<file path="src/rtl/logic_op_pipe_if.sv">
// Producer/consumer handshake bundle for logic_op_pipe: the operand side on
// in_*, and the registered result plus reduction flags on out_*.
interface logic_op_pipe_if #(
  parameter int unsigned WIDTH = 8
);
  logic             in_valid;
  logic             in_ready;
  logic [WIDTH-1:0] in_a;
  logic [WIDTH-1:0] in_b;
  logic [2:0]       in_op;
  logic             in_acc;
  logic             out_valid;
  logic             out_ready;
  logic [WIDTH-1:0] out_res;
  logic             out_red_and;
  logic             out_red_or;
  logic             out_red_xor;
  logic             out_zero;

  modport master (
    output in_valid, in_a, in_b, in_op, in_acc, out_ready,
    input  in_ready, out_valid, out_res, out_red_and, out_red_or,
           out_red_xor, out_zero
  );

  modport slave (
    input  in_valid, in_a, in_b, in_op, in_acc, out_ready,
    output in_ready, out_valid, out_res, out_red_and, out_red_or,
           out_red_xor, out_zero
  );
endinterface

</file>
<file path="src/rtl/logic_op_pipe.sv">
// One-stage bitwise operation pipeline with valid/ready handshake, registered
// reduction flags, a folding accumulator and a wrapping transfer counter.
module logic_op_pipe #(
  parameter int unsigned WIDTH = 8,
  parameter int unsigned CNT_W = 16
) (
  input  logic                 clk,
  input  logic                 rst_n,
  logic_op_pipe_if.slave       bus,
  input  logic                 acc_clr,
  output logic [WIDTH-1:0]     acc_q,
  output logic [CNT_W-1:0]     op_count
);

  typedef enum logic [2:0] {
    OP_AND  = 3'd0,
    OP_OR   = 3'd1,
    OP_XOR  = 3'd2,
    OP_NAND = 3'd3,
    OP_NOR  = 3'd4,
    OP_XNOR = 3'd5,
    OP_PASS = 3'd6,
    OP_NOT  = 3'd7
  } op_e;

  logic             out_valid_q;
  logic [WIDTH-1:0] res_q;
  logic             red_and_q;
  logic             red_or_q;
  logic             red_xor_q;
  logic             zero_q;
  logic [CNT_W-1:0] cnt_q;

  logic             accept;
  logic [WIDTH-1:0] a_eff;
  logic [WIDTH-1:0] res_d;
  op_e              op;

  // Ready depends only on the output register state, never on in_valid.
  assign bus.in_ready = !out_valid_q || bus.out_ready;
  assign accept       = bus.in_valid && bus.in_ready;
  assign op           = op_e'(bus.in_op);

  always_comb begin
    a_eff = bus.in_a;
    if (bus.in_acc) begin
      a_eff = acc_clr ? '0 : acc_q;
    end
  end

  always_comb begin
    res_d = a_eff;
    case (op)
      OP_AND:  res_d = a_eff & bus.in_b;
      OP_OR:   res_d = a_eff | bus.in_b;
      OP_XOR:  res_d = a_eff ^ bus.in_b;
      OP_NAND: res_d = ~(a_eff & bus.in_b);
      OP_NOR:  res_d = ~(a_eff | bus.in_b);
      OP_XNOR: res_d = ~(a_eff ^ bus.in_b);
      OP_PASS: res_d = a_eff;
      OP_NOT:  res_d = ~a_eff;
      default: res_d = a_eff;
    endcase
  end

  // Flags are loaded from res_d alongside res_q so they can never disagree.
  always_ff @(posedge clk or negedge rst_n) begin
    if (!rst_n) begin
      out_valid_q <= 1'b0;
      res_q       <= '0;
      red_and_q   <= 1'b0;
      red_or_q    <= 1'b0;
      red_xor_q   <= 1'b0;
      zero_q      <= 1'b1;
    end else if (accept) begin
      out_valid_q <= 1'b1;
      res_q       <= res_d;
      red_and_q   <= &res_d;
      red_or_q    <= |res_d;
      red_xor_q   <= ^res_d;
      zero_q      <= (res_d == '0);
    end else if (bus.out_ready) begin
      out_valid_q <= 1'b0;
    end
  end

  always_ff @(posedge clk or negedge rst_n) begin
    if (!rst_n) begin
      acc_q <= '0;
    end else if (accept) begin
      acc_q <= res_d;
    end else if (acc_clr) begin
      acc_q <= '0;
    end
  end

  always_ff @(posedge clk or negedge rst_n) begin
    if (!rst_n) begin
      cnt_q <= '0;
    end else if (accept) begin
      cnt_q <= cnt_q + CNT_W'(1);
    end
  end

  assign bus.out_valid   = out_valid_q;
  assign bus.out_res     = res_q;
  assign bus.out_red_and = red_and_q;
  assign bus.out_red_or  = red_or_q;
  assign bus.out_red_xor = red_xor_q;
  assign bus.out_zero    = zero_q;
  assign op_count        = cnt_q;

endmodule

</file>
<file path="src/flat_wrapper.sv">
// flat-port wrapper written by rule: the top's interface ports become plain ports
module logic_op_pipe_flat 
#(
  parameter int unsigned WIDTH = 8,
  parameter int unsigned CNT_W = 16
)
  (clk, rst_n, acc_clr, acc_q, op_count, bus_in_valid, bus_in_a, bus_in_b, bus_in_op, bus_in_acc, bus_out_ready, bus_in_ready, bus_out_valid, bus_out_res, bus_out_red_and, bus_out_red_or, bus_out_red_xor, bus_out_zero);
  logic_op_pipe_if #(.WIDTH(WIDTH)) bus_i ();
  input  logic clk;
  input  logic rst_n;
  input  logic acc_clr;
  output logic [WIDTH-1:0] acc_q;
  output logic [CNT_W-1:0] op_count;
  input wire logic [$bits(bus_i.in_valid)-1:0] bus_in_valid;
  input wire logic [$bits(bus_i.in_a)-1:0] bus_in_a;
  input wire logic [$bits(bus_i.in_b)-1:0] bus_in_b;
  input wire logic [$bits(bus_i.in_op)-1:0] bus_in_op;
  input wire logic [$bits(bus_i.in_acc)-1:0] bus_in_acc;
  input wire logic [$bits(bus_i.out_ready)-1:0] bus_out_ready;
  output wire logic [$bits(bus_i.in_ready)-1:0] bus_in_ready;
  output wire logic [$bits(bus_i.out_valid)-1:0] bus_out_valid;
  output wire logic [$bits(bus_i.out_res)-1:0] bus_out_res;
  output wire logic [$bits(bus_i.out_red_and)-1:0] bus_out_red_and;
  output wire logic [$bits(bus_i.out_red_or)-1:0] bus_out_red_or;
  output wire logic [$bits(bus_i.out_red_xor)-1:0] bus_out_red_xor;
  output wire logic [$bits(bus_i.out_zero)-1:0] bus_out_zero;
  assign bus_i.in_valid = bus_in_valid;
  assign bus_i.in_a = bus_in_a;
  assign bus_i.in_b = bus_in_b;
  assign bus_i.in_op = bus_in_op;
  assign bus_i.in_acc = bus_in_acc;
  assign bus_i.out_ready = bus_out_ready;
  assign bus_in_ready = bus_i.in_ready;
  assign bus_out_valid = bus_i.out_valid;
  assign bus_out_res = bus_i.out_res;
  assign bus_out_red_and = bus_i.out_red_and;
  assign bus_out_red_or = bus_i.out_red_or;
  assign bus_out_red_xor = bus_i.out_red_xor;
  assign bus_out_zero = bus_i.out_zero;
  logic_op_pipe #(.WIDTH(WIDTH), .CNT_W(CNT_W)) u_core (.clk(clk), .rst_n(rst_n), .bus(bus_i), .acc_clr(acc_clr), .acc_q(acc_q), .op_count(op_count));
endmodule
</file>
<file path="config.mk">
export PLATFORM = sky130hd
export DESIGN_NAME = logic_op_pipe_flat
export DESIGN_NICKNAME = d
export VERILOG_FILES = /design/src/rtl/logic_op_pipe_if.sv /design/src/rtl/logic_op_pipe.sv /design/src/flat_wrapper.sv
export SDC_FILE = /design/constraint.sdc
export NUM_CORES = 1
export LEC_CHECK = 0
export CAP_MARGIN = 20
export CORE_MARGIN = 2
export CORE_UTILIZATION = 48
export CTS_BUF_LIST = sky130_fd_sc_hd__clkbuf_8
export DETAILED_ROUTE_END_ITERATION = 8
export PLACE_DENSITY = 0.84
export SYNTH_ARGS = -nofsm -noshare
export SYNTH_HDL_FRONTEND = slang
export SYNTH_SLANG_ARGS = --single-unit
</file>
<file path="constraint.sdc">
create_clock -name clk -period 2.5 [get_ports clk]
set_input_delay 0.5 -clock clk [delete_from_list [all_inputs] [get_ports clk]]
set_output_delay 0.5 -clock clk [all_outputs]
set_load 0.02 [all_outputs]
</file>
==> results.py, run 1 <==
metrics = {
    "logic_synthesis": {
        "async_flop_share_pct": 100,
        "seq_area_frac_synth_pct": 30.7,
        "synth_top_area_share_pct": 29.9,
        "yosys.area_share.simple_pct": 28.5,
        "synth.net_count": 373,
        "yosysWarnings": 0,
        "synth-xor-area-share_pct": 5.23,
        "ys_top_cells_by_area": "dfrtp_1, ha_1, xnor2_1",
        "synthMuxAreaShare_pct": 2.99,
        "synth_top_family_by_area": "simple AND/OR/NAND/NOR gates",
        "yosysTopAreaCell": "dfrtp_1",
        "synth_edf_count": 0,
        "synthAdderAreaFrac_pct": 10.4,
        "synthCells": 323,
        "synth-compound-area-share_pct": 15.1,
        "synth_area_per_cell_um2": 9.34,
        "synth_top_flop_cell": "dfrtp_1",
        "synth.distinct_cells": 41,
        "ys_seq_elements": 37,
        "syn_area_um2": 3020,
    },
    "final_layout": {
        "post-route-util_pct": 81.1,
        "fill_cells": 326,
        "drive_gt1_share_pct": 38.7,
        "regArea_um2": 927,
        "area_growth_pct": 61.2,
        "antenna_cells": 0,
        "multi_input_area_um2": 2330,
        "mostFrequentLayoutCells": "buf_4, clkdlybuf4s50_1, dfrtp_1",
        "layout.nets": 514,
        "finalNonFillerCells": 540,
        "layout_commonest_cell": "buf_4",
    },
    "setup_path": {
        "endpoint_kind": "flip-flop",
        "path_cells": "nand3b_1 -> nand2_2 -> inv_2 -> ha_4 -> mux2_2 -> nor2_1 -> a21oi_1 -> a31o_1 -> ha_4 -> xnor2_2 -> xnor2_1 -> o21ai_1",
        "crit_family": "simple AND/OR/NAND/NOR gates",
        "worstPathRequired_ps": 2680,
        "startpoint": "u_core.acc_q[1]$_DFF_PN0_",
        "critical_path_class": "reg2reg",
        "r2r_end": "u_core.bus.out_red_xor$_DFFE_PN0P_",
        "crit_path_max_fanout": 3,
        "startpoint_type": "flip-flop",
        "path_buf_inv": 1,
        "reg2reg_slack_ps": 30,
        "cp.depth": 12,
        "worstPathArrival_ps": 2650,
        "slowest_delay_ps": 430,
        "endpoint": "u_core.bus.out_red_xor$_DFFE_PN0P_",
        "ff2ff_path_depth": 12,
        "r2r-start": "u_core.acc_q[1]$_DFF_PN0_",
        "slowest_stage": "dfrtp_1",
        "critPathMostFrequentCell": "ha_4",
    },
    "pwr": {
        "net-switching-power_mw": 0.891,
        "p_leak_nw": 2.22,
        "powerDensity_nw_per_um2": 504,
        "power_frac_comb_pct": 48.4,
        "internal-power_mw": 1.56,
        "p_sw_share_pct": 36.4,
        "clockPowerShare_pct": 19.1,
        "seqPwrFrac_pct": 32.5,
        "finalPower_mw": 2.45,
        "irDropWorstVdd_uv": 676,
    },
    "timing": {
        "fin_crit_ps": 2470,
        "layout_setup_ws_ps": 28.4,
        "relSlewSlack_pct": 67.2,
        "skew_ps": 8.21,
        "maxSlewViolCount": 0,
        "hold_viol_final": 0,
        "worst_slew_pin_slew_ps": 488,
        "rsz0062_at_grt": "true",
        "hold_ws_ps": 473,
        "finalSetupViolations": 0,
        "fmax_ghz": 0.405,
        "timing.final.crit_share_pct": 98.9,
    },
    "drt": {
        "drt-initial-drc-count": 301,
        "ant_nets": 0,
        "wl_um": 10800,
        "route.detailed.drc": 0,
        "vias": 3224,
        "wl_per_cell_um": 19.9,
        "routed_via_density": 5.97,
        "dr.pass1.iters": 5,
    },
    "floorplan": {
        "die_area_um2": 6930,
        "core_area_um2": 5990,
        "num_io_pins": 63,
        "fp.dieH_um": 83.3,
        "dieWidth_um": 83.3,
        "start_util_pct": 50.3,
        "placementRows": 28,
    },
    "clock_network": {
        "cts_tree": "done",
        "numCtsBuffers": 5,
        "cts.htree.levels": 2,
        "cts_num_sinks": 37,
        "clockRootBuffer": "clkbuf_8",
        "clk_pin_slew_ps": 80,
        "cts_max_path_buffers": 2,
        "hold_buffers": 0,
        "insertion_delay_ps": 300,
    },
    "grt": {
        "grt_pass1_wl_um": 15600,
        "grt_max_degree": 38,
        "groute.usage.overall_pct": 27.4,
        "antenna_found_initial": 0,
        "overflow": 0,
        "first_global_vias": 3249,
    },
    "placed_design": {
        "io_buffers": 62,
        "dpl.cell_count": 508,
        "dp_slack_ps": -818,
        "hpwlAfterDp_um": 6140,
        "gp_congestion": 0.876,
    },
    "outcome": {
        "status": "complete, no violations",
    },
    "flow_run": {
        "cap_violations": 0,
    },
    "min_path": {
        "hold_class": "reg2reg",
        "min_from": "u_core.op_count[15]$_DFFE_PN0P_",
    },
}
-- cell families (layout without fill, tap and decap cells) --
group	after synthesis	after routing
buf+inv	40	182
fa+ha+maj	25	25
xor+xnor	18	18
flops	37	37
simple gates	140	140
mux	8	8
compound gates	55	55
-- synth_stat cells (all sizes together), types with 2 or more instances --
| library cell | n |
|---|---|
| o21ai | 18 |
| inv | 20 |
| a31o | 4 |
| clkbuf | 7 |
| buf | 13 |
| dfrtp | 36 |
| ha | 25 |
| mux2 | 8 |
| and2 | 10 |
| o2bb2ai | 11 |
| nand2 | 22 |
| a31oi | 4 |
| and4 | 2 |
| nor2b | 4 |
| nand4bb | 8 |
| a21oi | 12 |
| nand4 | 10 |
| xnor2 | 17 |
| nand3b | 13 |
| nand2b | 15 |
| nor2 | 25 |
| nand3 | 9 |
| o41ai | 4 |
| and3 | 14 |
| nor4 | 8 |
-- worst min-delay path by stage --
stage | slack [ps] | endpoint | depth (start not counted)
finish | 470 | u_core.op_count[15]$_DFFE_PN0P_ | 1
detailed placement | 460 | u_core.op_count[15]$_DFFE_PN0P_ | 1
floorplan | 200 | u_core.acc_q[0]$_DFF_PN0_ | 0
CTS | 480 | u_core.op_count[15]$_DFFE_PN0P_ | 1
global route | 490 | u_core.op_count[15]$_DFFE_PN0P_ | 1
global placement | 460 | u_core.op_count[15]$_DFFE_PN0P_ | 1
-- worst register-to-register path: cells and delay by family, from the launching register on --
| family | cells | cell delay, ps |
|---|---|---|
| multiplexers | 1 | 330 |
| AND/OR/NAND/NOR | 3 | 470 |
| flip-flops | 1 | 430 |
| XOR/XNOR | 2 | 280 |
| AO/OA/AOI/OAI | 3 | 400 |
| buffers and inverters | 1 | 70 |
| adder cells (fa/ha/maj) | 2 | 370 |
-- power by group through the flow --
stage | combinational (mW) | sequential (mW) | clock (mW)
after floorplan | 0.418 | 0.901 | 0
after global placement | 0.928 | 0.799 | 0
after detailed placement | 0.961 | 0.799 | 0
after CTS | 1.05 | 0.791 | 0.467
after global routing | 1.25 | 0.806 | 0.494
final | 1.19 | 0.796 | 0.468
-- metal layers --
metal,GRT usage (%),wire length [µm],vias up
met5,0,0,-
met2,46.7,5320,194
li1,-,-,1421
met1,33.5,4340,1562
met4,12.4,390,0
met3,5.37,717,47
-- layout make-up --
| class | count | area share [%] |
|---|---|---|
| sequential | 37 | 19.1 |
| clock buffer | 7 | 1.98 |
| timing repair buffer | 154 | 27.5 |
| multi-input combinational | 246 | 47.9 |
| tap | 75 | 1.93 |
| clock inverter | 1 | 0.103 |
| inverter | 20 | 1.54 |
-- sequential cells by signal, indices dropped and copies added, names as in the netlist --
signal / cells
u_core.bus.out_res: 8
u_core.bus.out_red_xor: 1
u_core.bus.out_zero: 1
u_core.op_count: 16
u_core.bus.out_valid: 1
u_core.bus.out_red_and: 1
u_core.acc_q: 8
u_core.bus.out_red_or: 1
-- through the flow --
step	instance area (µm²)	setup TNS, ps
2_1_floorplan	3060	-46.5
3_3_place_gp	4120	-5500
3_5_place_dp	4120	-6590
4_1_cts	4580	0
5_1_grt	4860	-48.5
6_report	4860	0
-- timing repair --
item                       CTS  global route
gates cloned                 1             0
pin swaps                   33            18
setup endpoints to repair    8             4
setup buffers               21             3
resized for setup           61            41
Note: power is estimated with default switching activity, not from simulation.
==> run 2, diff against run 1 <==
--- a/config.mk
+++ b/config.mk
@@ -5,12 +5,14 @@
 export SDC_FILE = /design/constraint.sdc
 export NUM_CORES = 1
 export LEC_CHECK = 0
+export ABC_CLOCK_PERIOD_IN_PS = 2500
 export CAP_MARGIN = 20
 export CORE_MARGIN = 2
 export CORE_UTILIZATION = 48
 export CTS_BUF_LIST = sky130_fd_sc_hd__clkbuf_8
 export DETAILED_ROUTE_END_ITERATION = 8
-export PLACE_DENSITY = 0.84
+export PLACE_DENSITY = 0.79
+export SLEW_MARGIN = 40
 export SYNTH_ARGS = -nofsm -noshare
 export SYNTH_HDL_FRONTEND = slang
 export SYNTH_SLANG_ARGS = --single-unit
==> results.py, run 2 (synthesized netlist as in run 1, its figures left out) <==
metrics = {
    "clock_network": {
        "cts.htree.levels": 2,
        "insertion_delay_ps": 290,
        "numCtsBuffers": 5,
        "cts_max_path_buffers": 2,
        "cts_num_sinks": 37,
        "cts_tree": "done",
        "clk_pin_slew_ps": 70,
        "clockRootBuffer": "clkbuf_8",
    },
    "drt": {
        "vias": 3217,
        "wl_um": 10500,
        "dr.pass1.iters": 5,
        "met3RoutedLength_um": 761,
        "route.detailed.drc": 0,
        "drt-initial-drc-count": 303,
        "wl_met1_um": 4110,
        "routed_via_density": 5.96,
        "wl_met2_um": 5110,
        "highest_layer": "met4",
        "wl_per_cell_um": 19.4,
        "ant_nets": 0,
    },
    "floorplan": {
        "num_io_pins": 63,
        "placementRows": 28,
        "fp.dieH_um": 83.3,
        "die_area_um2": 6930,
        "core_area_um2": 5990,
        "start_util_pct": 50.3,
        "dieWidth_um": 83.3,
    },
    "setup_path": {
        "path_buf_inv": 4,
        "slowest_stage": "mux2_2",
        "crit_path_max_fanout": 7,
        "crit_family": "buffers and inverters",
        "path_cells": "buf_6 -> buf_6 -> buf_4 -> nand3b_1 -> nand2_2 -> inv_2 -> ha_4 -> mux2_2 -> nor2_1 -> a21oi_1 -> a31o_1 -> ha_4 -> xnor2_2 -> xnor2_2 -> o21ai_1",
        "endpoint_kind": "flip-flop",
        "worstPathRequired_ps": 2670,
        "slowest_delay_ps": 330,
        "critical_path_class": "in2reg",
        "startpoint_type": "primary input",
        "worstPathArrival_ps": 2720,
    },
    "grt": {
        "antenna_found_initial": 0,
        "groute.usage.overall_pct": 27.0,
        "grt_max_degree": 38,
        "grt_pass1_wl_um": 15400,
        "first_global_vias": 3134,
        "overflow": 0,
    },
    "final_layout": {
        "largest_reg_flops": 16,
        "layout.nets": 514,
        "regArea_um2": 927,
        "post-route-util_pct": 79.8,
        "mostFrequentLayoutCells": "buf_4, clkdlybuf4s50_1, dfrtp_1",
        "antenna_cells": 0,
        "multi_input_area_um2": 2230,
        "layout_commonest_cell": "buf_4",
        "fill_cells": 328,
        "area_growth_pct": 58.5,
        "drive_gt1_share_pct": 37.2,
    },
    "pwr": {
        "p_leak_nw": 2.19,
        "powerDensity_nw_per_um2": 551,
        "finalPower_mw": 2.63,
        "irDropWorstVdd_uv": 631,
        "clockPowerShare_pct": 23.3,
        "net-switching-power_mw": 0.909,
        "seqPwrFrac_pct": 30.4,
        "power_frac_comb_pct": 46.3,
        "internal-power_mw": 1.72,
        "p_sw_share_pct": 34.5,
    },
    "timing": {
        "fmax_ghz": 0.392,
        "maxSlewViolCount": 0,
        "skew_ps": 3.69,
        "finalSetupViolations": 1,
        "hold_ws_ps": 478,
        "layout_setup_ws_ps": -50.2,
        "timing.final.crit_share_pct": 102,
        "relSlewSlack_pct": 62.7,
        "fin_crit_ps": 2550,
        "hold_viol_final": 0,
        "rsz0062_at_grt": "true",
        "worst_slew_pin_slew_ps": 558,
    },
    "min_path": {
        "hold_class": "reg2reg",
    },
    "placed_design": {
        "hpwlAfterDp_um": 6240,
        "gp_congestion": 0.920,
        "io_buffers": 62,
    },
    "outcome": {
        "status": "finished with violations",
        "violations": "setup timing",
    },
    "flow_run": {
        "cap_violations": 0,
    },
}
[run 2: cell types whose count changed in the layout (fill, tap and decap cells not counted), moves of 2 or more]
cell / before / now
bufinv_16: 0 / 2
clkbuf_8: 7 / 5
dlygate4sd2_1: 11 / 13
dlymetal6s2s_1: 5 / 2
mux2_2: 4 / 6
mux2_4: 4 / 2
nand4bb_1: 2 / 7
nand4bb_4: 6 / 1
o2bb2ai_1: 4 / 6
o2bb2ai_4: 4 / 2
[run 2: stage by stage]
step	cells	TNS, ps	worst slack (ps)	area (µm²)
6_report	540	-50.2	-50.2	4780
5_1_grt	540	-127	-78.5	4780
4_1_cts	534	-2.06	-2.06	4620
3_5_place_dp	508	-5800	-776	4120
3_3_place_gp	508	-4690	-669	4120
2_1_floorplan	323	-46.5	-46.5	3060
[run 2: power groups by stage]
stage	registers, mW	logic (mW)	clock network (mW)
after global routing	0.807	1.28	0.645
final	0.800	1.22	0.615
after detailed placement	0.800	0.966	0
after global placement	0.800	0.938	0
after CTS	0.796	1.08	0.616
after floorplan	0.901	0.418	0
[run 2: per-layer routing]
layer / track usage [%] / up-vias
met4: 10.3 / 0
met1: 34.6 / 1573
met3: 4.17 / 49
li1: - / 1415
met2: 45.7 / 180
met5: 0 / -
[run 2: repair_timing]
item | in CTS | in global routing
setup endpoints to repair | 4 | 2
resized for setup | 66 | 21
cloned | 1 | 0
hold buffers | 0 | 0
pin swaps | 34 | 21
buffers inserted | 17 | 6
[run 2: final cells by class]
type | count | share of cell area, %
clock inverters | 3 | 1.36
clock buffers | 5 | 1.44
repair buffers | 154 | 27.6
inverters | 20 | 1.57
flip-flops and latches | 37 | 19.4
well taps | 75 | 1.96
multi-input cells | 246 | 46.7
[run 2: final timing paths]
path,from,depth (start not counted),slack [ps],endpoint
worst max-delay path,bus_in_acc,15,-50,u_core.bus.out_red_xor$_DFFE_PN0P_
worst min-delay path,u_core.op_count[15]$_DFFE_PN0P_,1,480,u_core.op_count[15]$_DFFE_PN0P_
worst max register to register,u_core.acc_q[7]$_DFF_PN0_,10,-20,u_core.bus.out_red_xor$_DFFE_PN0P_
worst min register to register,u_core.op_count[15]$_DFFE_PN0P_,1,480,u_core.op_count[15]$_DFFE_PN0P_
max in group asynchronous,rst_n,2,1520,u_core.bus.out_zero$_DFFE_PN1P_
min in group asynchronous,rst_n,2,620,u_core.op_count[11]$_DFFE_PN0P_
==> run 3, diff against run 2 <==
--- a/config.mk
+++ b/config.mk
@@ -7,11 +7,13 @@
 export LEC_CHECK = 0
 export ABC_CLOCK_PERIOD_IN_PS = 2500
 export CAP_MARGIN = 20
+export CELL_PAD_IN_SITES_DETAIL_PLACEMENT = 2
+export CELL_PAD_IN_SITES_GLOBAL_PLACEMENT = 2
 export CORE_MARGIN = 2
-export CORE_UTILIZATION = 48
+export CORE_UTILIZATION = 29
 export CTS_BUF_LIST = sky130_fd_sc_hd__clkbuf_8
 export DETAILED_ROUTE_END_ITERATION = 8
-export PLACE_DENSITY = 0.79
+export PLACE_DENSITY_LB_ADDON = 0.1
 export SLEW_MARGIN = 40
 export SYNTH_ARGS = -nofsm -noshare
 export SYNTH_HDL_FRONTEND = slang
==> results.py, run 3 (synthesized netlist as in run 1, its figures left out) <==
metrics = {
    "drt": {
        "wl_per_cell_um": 19.7,
        "routed_via_density": 4.98,
        "met3RoutedLength_um": 228,
        "wl_met1_um": 5410,
        "highest_layer": "met4",
        "route.detailed.drc": 0,
        "wl_um": 12000,
        "dr.pass1.iters": 4,
        "wl_met2_um": 6160,
        "vias": 3044,
        "drt-initial-drc-count": 97,
        "ant_nets": 0,
    },
    "final_layout": {
        "layout.nets": 524,
        "regArea_um2": 927,
        "area_growth_pct": 63.8,
        "drive_gt1_share_pct": 39.2,
        "layout_commonest_cell": "buf_4",
        "fill_cells": 1105,
        "finalNonFillerCells": 611,
        "largest_reg_flops": 16,
        "mostFrequentLayoutCells": "buf_4, clkdlybuf4s50_1, dfrtp_1",
        "antenna_cells": 0,
        "multi_input_area_um2": 2250,
    },
    "floorplan": {
        "placementRows": 37,
        "fp.dieH_um": 106,
        "core_area_um2": 10200,
        "num_io_pins": 63,
        "dieWidth_um": 106,
        "start_util_pct": 29.5,
        "die_area_um2": 11200,
    },
    "outcome": {
        "violations": "setup timing",
        "status": "finished with violations",
    },
    "placed_design": {
        "dpl.cell_count": 581,
        "gp_congestion": 0.787,
        "io_buffers": 62,
        "hpwlAfterDp_um": 8050,
        "dp_slack_ps": -824,
    },
    "setup_path": {
        "crit_path_max_fanout": 2,
        "startpoint_type": "primary input",
        "worstPathRequired_ps": 2660,
        "r2r_end": "u_core.bus.out_red_xor$_DFFE_PN0P_",
        "endpoint_kind": "flip-flop",
        "critical_path_class": "in2reg",
        "endpoint": "u_core.bus.out_red_xor$_DFFE_PN0P_",
        "reg2reg_slack_ps": 30,
        "r2r-start": "u_core.acc_q[2]$_DFF_PN0_",
        "worstPathArrival_ps": 2730,
        "startpoint": "bus_in_a[4]",
        "ff2ff_path_depth": 12,
    },
    "clock_network": {
        "insertion_delay_ps": 280,
        "hold_buffers": 0,
        "cts_num_sinks": 37,
        "numCtsBuffers": 5,
        "clk_pin_slew_ps": 70,
        "cts_max_path_buffers": 2,
        "cts_tree": "done",
        "cts.htree.levels": 2,
        "clockRootBuffer": "clkbuf_8",
    },
    "timing": {
        "timing.final.crit_share_pct": 103,
        "rsz0062_at_grt": "true",
        "finalSetupViolations": 2,
        "worst_slew_pin_slew_ps": 482,
        "hold_viol_final": 0,
        "hold_ws_ps": 166,
        "maxSlewViolCount": 0,
        "fmax_ghz": 0.389,
        "relSlewSlack_pct": 67.9,
        "skew_ps": 2.85,
        "fin_crit_ps": 2570,
        "layout_setup_ws_ps": -72.1,
        "fin_tns_setup_ps": -98.0,
    },
    "grt": {
        "grt_pass1_wl_um": 18800,
        "grt_max_degree": 38,
        "overflow": 0,
        "first_global_vias": 3480,
        "groute.usage.overall_pct": 21.3,
        "antenna_found_initial": 0,
    },
    "min_path": {
        "hold_class": "in2async",
    },
    "pwr": {
        "internal-power_mw": 1.51,
        "irDropWorstVdd_uv": 486,
        "power_frac_comb_pct": 49.9,
        "seqPwrFrac_pct": 33.4,
        "p_sw_share_pct": 36.8,
        "p_leak_nw": 2.20,
        "net-switching-power_mw": 0.882,
        "finalPower_mw": 2.40,
        "clockPowerShare_pct": 16.7,
        "powerDensity_nw_per_um2": 485,
    },
    "flow_run": {
        "cap_violations": 0,
    },
}
## run 3: cell count changes in the layout (fill, tap and decap cells not counted), moves of 3 or more
cell | before | now
clkdlybuf4s50_1 | 45 | 50
nand2b_1 | 5 | 8
buf_6 | 6 | 3
nand2b_4 | 9 | 6
dlygate4sd2_1 | 13 | 8
buf_4 | 88 | 98
## run 3: final cells by class
cell class	count	area share, %
clock buffers	5	1.39
clock inverters	3	0.279
inverters	20	1.52
multi-input cells	246	45.5
flip-flops and latches	37	18.8
well taps	136	3.44
repair buffers	164	29.1
## run 3: per-layer routing
| layer | track usage, % | up-vias |
|---|---|---|
| met5 | 0 | - |
| met4 | 6.30 | 0 |
| met3 | 2.02 | 13 |
| met2 | 38.3 | 47 |
| met1 | 26.9 | 1542 |
| li1 | - | 1442 |
## run 3: worst max-delay path, stage by stage
cell	delay, ps
clkdlybuf4s50_1	480
nand2b_1	90
nand2_2	100
inv_2	50
ha_4	140
mux2_2	230
nor2_1	40
a21oi_1	220
a31o_1	260
ha_4	230
xnor2_2	160
xnor2_1	130
o21ai_1	90
## run 3: power groups by stage
stage	Clock, mW	Sequential (mW)	Combinational, mW
6_report	0.400	0.800	1.20
5_1_grt	0.446	0.820	1.29
4_1_cts	0.427	0.804	1.14
3_5_place_dp	0	0.812	1.01
3_3_place_gp	0	0.807	0.985
2_1_floorplan	0	0.901	0.418
## run 3: what timing repair did
action | CTS | global route
cloned | 2 | 0
gates resized for setup | 64 | 18
endpoints found under the setup margin | 7 | 4
pin swaps | 22 | 22
buffers inserted | 15 | 5
## run 3: worst min-delay path by stage
| stage | end | slack [ps] | startpoint | cells past startpoint |
|---|---|---|---|---|
| after detailed placement | u_core.op_count[15]$_DFFE_PN0P_ | 470 | u_core.op_count[15]$_DFFE_PN0P_ | 1 |
| final | u_core.op_count[13]$_DFFE_PN0P_ | 170 | rst_n | 1 |
| after CTS | u_core.op_count[9]$_DFFE_PN0P_ | 180 | rst_n | 1 |
| after global routing | u_core.op_count[14]$_DFFE_PN0P_ | 180 | rst_n | 1 |
| after global placement | u_core.op_count[15]$_DFFE_PN0P_ | 460 | u_core.op_count[15]$_DFFE_PN0P_ | 1 |
| after floorplan | u_core.acc_q[0]$_DFF_PN0_ | 200 | rst_n | 0 |
## run 3: per-stage QoR
step           cell area, µm²  util, %
2_1_floorplan            3060        -
3_3_place_gp             4310     42.1
3_5_place_dp             4310     42.2
4_1_cts                  4790     46.9
5_1_grt                  4940     48.3
6_report                 4940     48.3
